==> src/rtl/multip_2bit.sv <==
// multip_2bit: 2x2-bit unsigned Vedic (Urdhva-Tiryakbhyam) multiplier.
// The vertical/crosswise partial products are combined with two half adders.
// The product is registered, and an optional input register stage adds one
// cycle of latency. The valid flag travels alongside the data through every stage.

// Half adder leaf cell: sum = x ^ y, carry = x & y.
module multip_2bit_ha (
  input  logic x,
  input  logic y,
  output logic sum,
  output logic carry
);

  assign sum   = x ^ y;
  assign carry = x & y;

endmodule

module multip_2bit #(
  parameter int IN_REG = 0
) (
  input  logic       clk,
  input  logic       rst_n,
  input  logic [1:0] a,
  input  logic [1:0] b,
  input  logic       in_valid,
  output logic [3:0] q,
  output logic       out_valid
);

  // Operands and valid flag as seen by the arithmetic core.
  logic [1:0] coreA;
  logic [1:0] coreB;
  logic       coreValid;

  generate
    if (IN_REG != 0) begin : gInReg
      logic [1:0] opA_q;
      logic [1:0] opB_q;
      logic       opValid_q;

      // Input stage: capture the operands together with their valid flag so both stay aligned.
      always_ff @(posedge clk or negedge rst_n) begin
        if (!rst_n) begin
          opA_q     <= 2'b00;
          opB_q     <= 2'b00;
          opValid_q <= 1'b0;
        end else begin
          opA_q     <= a;
          opB_q     <= b;
          opValid_q <= in_valid;
        end
      end

      assign coreA     = opA_q;
      assign coreB     = opB_q;
      assign coreValid = opValid_q;
    end else begin : gNoInReg
      assign coreA     = a;
      assign coreB     = b;
      assign coreValid = in_valid;
    end
  endgenerate

  // Vertical and crosswise partial products.
  logic p0;
  logic crossHi;
  logic crossLo;
  logic vertHi;

  assign p0      = coreA[0] & coreB[0];
  assign crossHi = coreA[1] & coreB[0];
  assign crossLo = coreA[0] & coreB[1];
  assign vertHi  = coreA[1] & coreB[1];

  // Half-adder outputs.
  logic s1;
  logic c1;
  logic s2;
  logic c2;

  // The crosswise terms meet in the middle column.
  multip_2bit_ha uHa1 (
    .x     (crossHi),
    .y     (crossLo),
    .sum   (s1),
    .carry (c1)
  );

  // The middle-column carry ripples into the vertical high term.
  multip_2bit_ha uHa2 (
    .x     (vertHi),
    .y     (c1),
    .sum   (s2),
    .carry (c2)
  );

  logic [3:0] coreProduct;
  assign coreProduct = {c2, s2, s1, p0};

  // Output registers and their next-state values.
  logic [3:0] prod_q;
  logic [3:0] prod_d;
  logic       valid_q;
  logic       valid_d;

  // Next-state logic: load a new product only when it is valid, otherwise keep the last one.
  always_comb begin
    prod_d  = prod_q;
    valid_d = coreValid;
    if (coreValid) begin
      prod_d = coreProduct;
    end
  end

  // Output register: the reset clears the product and the valid flag.
  always_ff @(posedge clk or negedge rst_n) begin
    if (!rst_n) begin
      prod_q  <= 4'b0000;
      valid_q <= 1'b0;
    end else begin
      prod_q  <= prod_d;
      valid_q <= valid_d;
    end
  end

  assign q         = prod_q;
  assign out_valid = valid_q;

endmodule

==> config.mk <==
export PLATFORM = sky130hd
export DESIGN_NAME = multip_2bit
export DESIGN_NICKNAME = d
export VERILOG_FILES = /design/src/rtl/multip_2bit.sv
export SDC_FILE = /design/constraint.sdc
export NUM_CORES = 1
export LEC_CHECK = 0
export CAP_MARGIN = 10
export CORE_AREA = 4 4 41 43
export CTS_CLUSTER_SIZE = 14
export DETAILED_ROUTE_END_ITERATION = 8
export DIE_AREA = 0 0 45 47
export PLACE_DENSITY = 0.47
export SLEW_MARGIN = 10
export SYNTH_ARGS = -nofsm -noshare
export SYNTH_HDL_FRONTEND = slang
export SYNTH_HIERARCHICAL = 1
export SYNTH_SLANG_ARGS = --single-unit
==> constraint.sdc <==
create_clock -name clk -period 1.6 [get_ports clk]
set_input_delay 0.24 -clock clk [delete_from_list [all_inputs] [get_ports clk]]
set_output_delay 0.24 -clock clk [all_outputs]
set_load 0.005 [all_outputs]
==> results.cfg, run 1 <==
[clock_network]
cts-resized-gates = 0
cts_sinks = 5
root_buffer = clkbuf_4
clock_path_buffers = 2
cts_tree = built
cts_buffers = 3
ctsHoldBuffers = 0
post_cts_buffers = 0
clkLatencyLatePin_ns = 0.25
clkTransAtPathRegs_ns = 0.05
h-tree-depth = 1

[timing]
relSlewSlack_pct = 83.8
setup_viol = 0
slew_viol_final = 0
rsz0062_at_grt = false
post-route-period-util_pct = 88.0
fin_crit_ns = 1.41
hold_viol = 0
fmax_mhz = 710
worst_pin_slew_ns = 0.242
layout_setup_ws_ns = 0.192
skew_ns = 0

[min_path]
holdCritPathClass = in2async

[yosys]
syn_inst = 16
synthMuxAreaShare_pct = 15.6
yosysWarnings = 6
syn_nets = 25
synth-xor-area-share_pct = 0
syn-cell-area_um2 = 216
ys_seq_elements = 5
synthAdderAreaFrac_pct = 11.6
synth_compound_area_share_pct = 2.31
synthSimpleGateAreaFrac_pct = 11.0
synth.avg_cell_area_um2 = 13.5
synth_top_family_by_area = multiplexers
seq_area_frac_synth_pct = 57.8
yosys.cell_types.count = 7

[setup_path]
path_common_cell = ha_1
cp_max_fo = 2
r2r_slack_ns = 0.86
worstSetupPathType = in2reg
worstRegToRegCells = 1
crit-reg2reg-launch = q[2]
startpoint_type = primary input
crit_arrival_ns = 1.53
reg2reg_to = q[2]
worst-path-buf-inv = 1
slowest_stage = clkdlybuf4s50_1
path_delay_family = adder cells
critPathCaptureType = register
cp_cell_sequence = clkdlybuf4s50_1, and2_1, ha_1, ha_1, mux2_2
required_ns = 1.73
cp_slowest_stage_delay_ns = 0.40

[run_status]
status = complete, no violations

[placement]
gp_congestion = 0.669
post_dp_cell_area_um2 = 353
dp_hpwl_um = 395
dp_slack_ns = -0.0626
place_inst = 43
port_buffers = 11

[pwr]
ir_drop_mv = 0.347
pwr_density_cell_mw_per_mm2 = 928
power.leakage_nw = 0.173

[final_layout]
fin_util_pct = 29.1
drive_above_1_share_pct = 21.9
layout_commonest_cell = clkdlybuf4s50_1
design_area_um2 = 379
fin_cells = 47
area_growth_syn_to_layout_pct = 75.1
fillers = 149
final_cell_mix = clkdlybuf4s50_1 (11), dfrtp_1 (5), and2_1 (3), mux2_2 (3), clkbuf_4 (3)
antenna_cells = 0
fin_nets = 42

[job]
maxCapViolations = 0

[route]
firstDrtPassIters = 4
drc = 0
drt-initial-drc-count = 1
wirelength_um = 544
via_per_inst = 3.83
wire_per_inst_um = 11.6
vias = 180
final_antenna_net_count = 0

[floorplan]
initial_core_util_pct = 16.6
rows = 13
fp.dieH_um = 47
chipWidth_um = 45
ioPinCount = 12
dieArea_mm2 = 0.00212
core-area_mm2 = 0.00130

[global_routing]
grt_max_degree = 7
grt-ovfl-total = 0
grt_pass1_wl_um = 959
antenna_found_initial = 0
grt_pass1_vias = 213
track_usage_pct = 6.89
==> cell families (layout without fill, tap and decap cells) <==
logic type | count (synthesis) | in the layout
flip-flops | 5 | 5
AND/OR/NAND/NOR | 4 | 4
multiplexers | 3 | 3
adder cells (fa/ha/maj) | 2 | 2
AO/OA/AOI/OAI | 1 | 1
buffers and inverters | 1 | 17
==> state kept, by name, indices dropped and copies added (netlist names) <==
register and count:
out_valid 1, q 4
==> Yosys cell counts, drive strengths merged <==
| cell type | instances | share of area [%] |
|---|---|---|
| o21ai | 1 | 2.3 |
| dfrtp | 5 | 58 |
| mux2 | 3 | 16 |
| and2 | 3 | 8.7 |
| ha | 2 | 12 |
| inv | 1 | 1.7 |
| nand3 | 1 | 2.3 |
==> how the worst max path moves through the flow <==
| stage | cells past startpoint | from | slack (ns) | endpoint |
|---|---|---|---|---|
| finish | 5 | b[1] | 0.19 | q[2] |
| global route | 5 | a[0] | 0.11 | q[2] |
| global placement | 5 | b[1] | -0.05 | q[2] |
| floorplan | 4 | b[1] | 0.39 | q[2] |
| CTS | 5 | a[0] | 0.19 | q[2] |
| detailed placement | 5 | b[1] | -0.06 | q[2] |
==> routing by layer <==
metal	GRT usage, %	share of wire [%]	vias up
met3	6.90	15	0
li1	-	-	86
met2	7.91	34	15
met4	3.51	0	0
met5	0	0	-
met1	8.03	50	79
==> stage by stage <==
step / total power [mW] / TNS [ns] / hold slack [ns]
5_1_grt: 0.379 / 0 / 0.223
6_report: 0.352 / 0 / 0.218
4_1_cts: 0.363 / 0 / 0.216
2_1_floorplan: 0.158 / 0 / -0.0556
3_5_place_dp: 0.203 / -0.0626 / 0.486
3_3_place_gp: 0.203 / -0.0523 / 0.475
==> area by class of cell <==
| class | instances | area, um2 | area share, % |
|---|---|---|---|
| multi-input cells | 10 | 87.6 | 23.1 |
| well taps | 15 | 18.8 | 4.95 |
| inverters | 1 | 3.75 | 0.990 |
| flip-flops and latches | 5 | 125 | 33.0 |
| clock buffers | 4 | 26.3 | 6.93 |
| repair buffers | 12 | 118 | 31.0 |
==> power breakdown <==
group          internal, mW  leakage (nW)  switching [mW]
sequential            0.137        0.0636         0.00495
clock                0.0946        0.0150          0.0560
combinational        0.0415        0.0940          0.0176
total                 0.273         0.173          0.0786
Power figures use the tool's default switching activity.
==> inputs of run 2 (changes only) <==
--- a/config.mk
+++ b/config.mk
@@ -11,8 +11,10 @@
 export DETAILED_ROUTE_END_ITERATION = 8
 export DIE_AREA = 0 0 45 47
 export PLACE_DENSITY = 0.47
+export SKIP_LAST_GASP = 1
 export SLEW_MARGIN = 10
 export SYNTH_ARGS = -nofsm -noshare
 export SYNTH_HDL_FRONTEND = slang
 export SYNTH_HIERARCHICAL = 1
 export SYNTH_SLANG_ARGS = --single-unit
+export TNS_END_PERCENT = 20
==> results of run 2 <==
The final DEF is identical to that of run 1; final timing and power are the same.
==> inputs of run 3 (changes only) <==
--- a/config.mk
+++ b/config.mk
@@ -6,10 +6,10 @@
 export NUM_CORES = 1
 export LEC_CHECK = 0
 export CAP_MARGIN = 10
-export CORE_AREA = 4 4 41 43
+export CORE_AREA = 2 2 39 41
 export CTS_CLUSTER_SIZE = 14
 export DETAILED_ROUTE_END_ITERATION = 8
-export DIE_AREA = 0 0 45 47
+export DIE_AREA = 0 0 41 43
 export PLACE_DENSITY = 0.47
 export SKIP_LAST_GASP = 1
 export SLEW_MARGIN = 10
==> run 3 against run 2 <==
Against the previous run:
- first-iteration DRC count fell by 100%
- critical endpoint unchanged
- largest power group unchanged
- global-route usage fell by 0.23 points
- highest routed layer unchanged
- sequential power barely moved
- sequential share of layout area rose by 0.55 points
==> results.cfg, run 3 (synthesis results as in run 1) <==
[clock_network]
clock_path_buffers = 2
root_buffer = clkbuf_4
post_cts_buffers = 0
h-tree-depth = 1
cts_tree = built
clkTransAtPathRegs_ns = 0.04
ctsHoldBuffers = 0
clkLatencyLatePin_ns = 0.24
cts-resized-gates = 0
cts_buffers = 3
cts_sinks = 5

[global_routing]
grt_pass1_wl_um = 745
track_usage_pct = 6.67
grt_pass1_vias = 186
grt_max_degree = 7
grt-ovfl-total = 0
antenna_found_initial = 0

[final_layout]
fillers = 141
antenna_cells = 0
regArea_um2 = 125
design_area_um2 = 373
area_growth_syn_to_layout_pct = 72.3
final_cell_mix = clkdlybuf4s50_1 (11), dfrtp_1 (5), and2_1 (3), mux2_2 (3), clkbuf_4 (3)
drive_above_1_share_pct = 19.4
multi_input_area_um2 = 87.6
largest_register_ffs = 4
layout_commonest_cell = clkdlybuf4s50_1
fin_nets = 41

[setup_path]
critPathCaptureType = register
crit-reg2reg-launch = q[1]
crit_arrival_ns = 1.56
required_ns = 1.72
startpoint_type = primary input
path_common_cell = ha_1
worstSetupPathType = in2reg
reg2reg_to = q[1]
cp_slowest_stage_delay_ns = 0.43
cp_cell_sequence = clkdlybuf4s50_1, and2_1, ha_1, ha_1, mux2_2
worstRegToRegCells = 1
cp_max_fo = 2
slowest_stage = clkdlybuf4s50_1
r2r_slack_ns = 0.85

[timing]
tns_ns = 0
post-route-period-util_pct = 89.7
slew_viol_final = 0
hold_viol = 0
relSlewSlack_pct = 84.8
fmax_mhz = 697
rsz0062_at_grt = false
worst_pin_slew_ns = 0.227
fin_crit_ns = 1.44
skew_ns = 0
setup_viol = 0

[floorplan]
fp.dieH_um = 43
initial_core_util_pct = 15.6
chipWidth_um = 41
dieArea_mm2 = 0.00176
core-area_mm2 = 0.00138
rows = 14
ioPinCount = 12

[min_path]
holdCritPathClass = in2async

[route]
wirelength_um = 464
final_antenna_net_count = 0
via_per_inst = 3.70
drt-initial-drc-count = 0
wire_per_inst_um = 9.87
vias = 174
firstDrtPassIters = 1
drc = 0

[pwr]
ir_drop_mv = 0.355
power.leakage_nw = 0.168
pwr_density_cell_mw_per_mm2 = 925

[placement]
post_dp_cell_area_um2 = 347
port_buffers = 11
gp_congestion = 0.594
dp_hpwl_um = 359

[run_status]
status = complete, no violations

[job]
maxCapViolations = 0
run 3: changes by cell type in the layout (fill, tap and decap cells not counted):
cell   previous run  this run
buf_4             1         0
run 3: how the worst max path moves through the flow:
stage	from	end	cells past startpoint
after floorplan	b[1]	q[2]	4
after global placement	a[0]	q[2]	5
after detailed placement	a[0]	q[2]	5
after CTS	a[0]	q[2]	5
after global routing	a[0]	q[2]	5
final	a[0]	q[2]	5
run 3: stage by stage:
step / setup WS [ns] / utilization [%] / hold WS [ns] / power (mW) / cells
6_report: 0.165 / 26.9 / 0.217 / 0.345 / 47
5_1_grt: 0.141 / 26.9 / 0.228 / 0.372 / 47
3_5_place_dp: -0.0869 / 25.0 / 0.485 / 0.202 / 43
2_1_floorplan: 0.392 / - / -0.0556 / 0.158 / 16
4_1_cts: 0.164 / 26.9 / 0.220 / 0.356 / 47
3_3_place_gp: -0.0537 / 25.0 / 0.476 / 0.201 / 43
run 3: area by class of cell:
cell class                 count  area share [%]
sequential                     5            33.6
timing repair buffer          11            29.5
multi-input combinational     10            23.5
clock buffer                   4            7.05
tap                           16            5.37
inverter                       1            1.01
run 3: report_power, final:
group	switching (mW)	leakage, nW	internal, mW
Sequential	0.00469	0.0636	0.137
Clock	0.0511	0.0150	0.0943
Combinational	0.0175	0.0892	0.0402
run 3: layer usage:
layer  global-route usage (%)  vias to the layer above  share of wire [%]
li1                         -                       84                  -
met1                     7.87                       78                 47
met2                     7.81                       12                 35
met3                     4.19                        0                 17
met4                     6.00                        0                  0
met5                        0                        -                  0
run 3: worst max-delay path: cells and delay by family:
kind | cells | cell delay, ns
mux | 1 | 0.26
fa+ha+maj | 2 | 0.48
simple gates | 1 | 0.15
buf+inv | 1 | 0.43
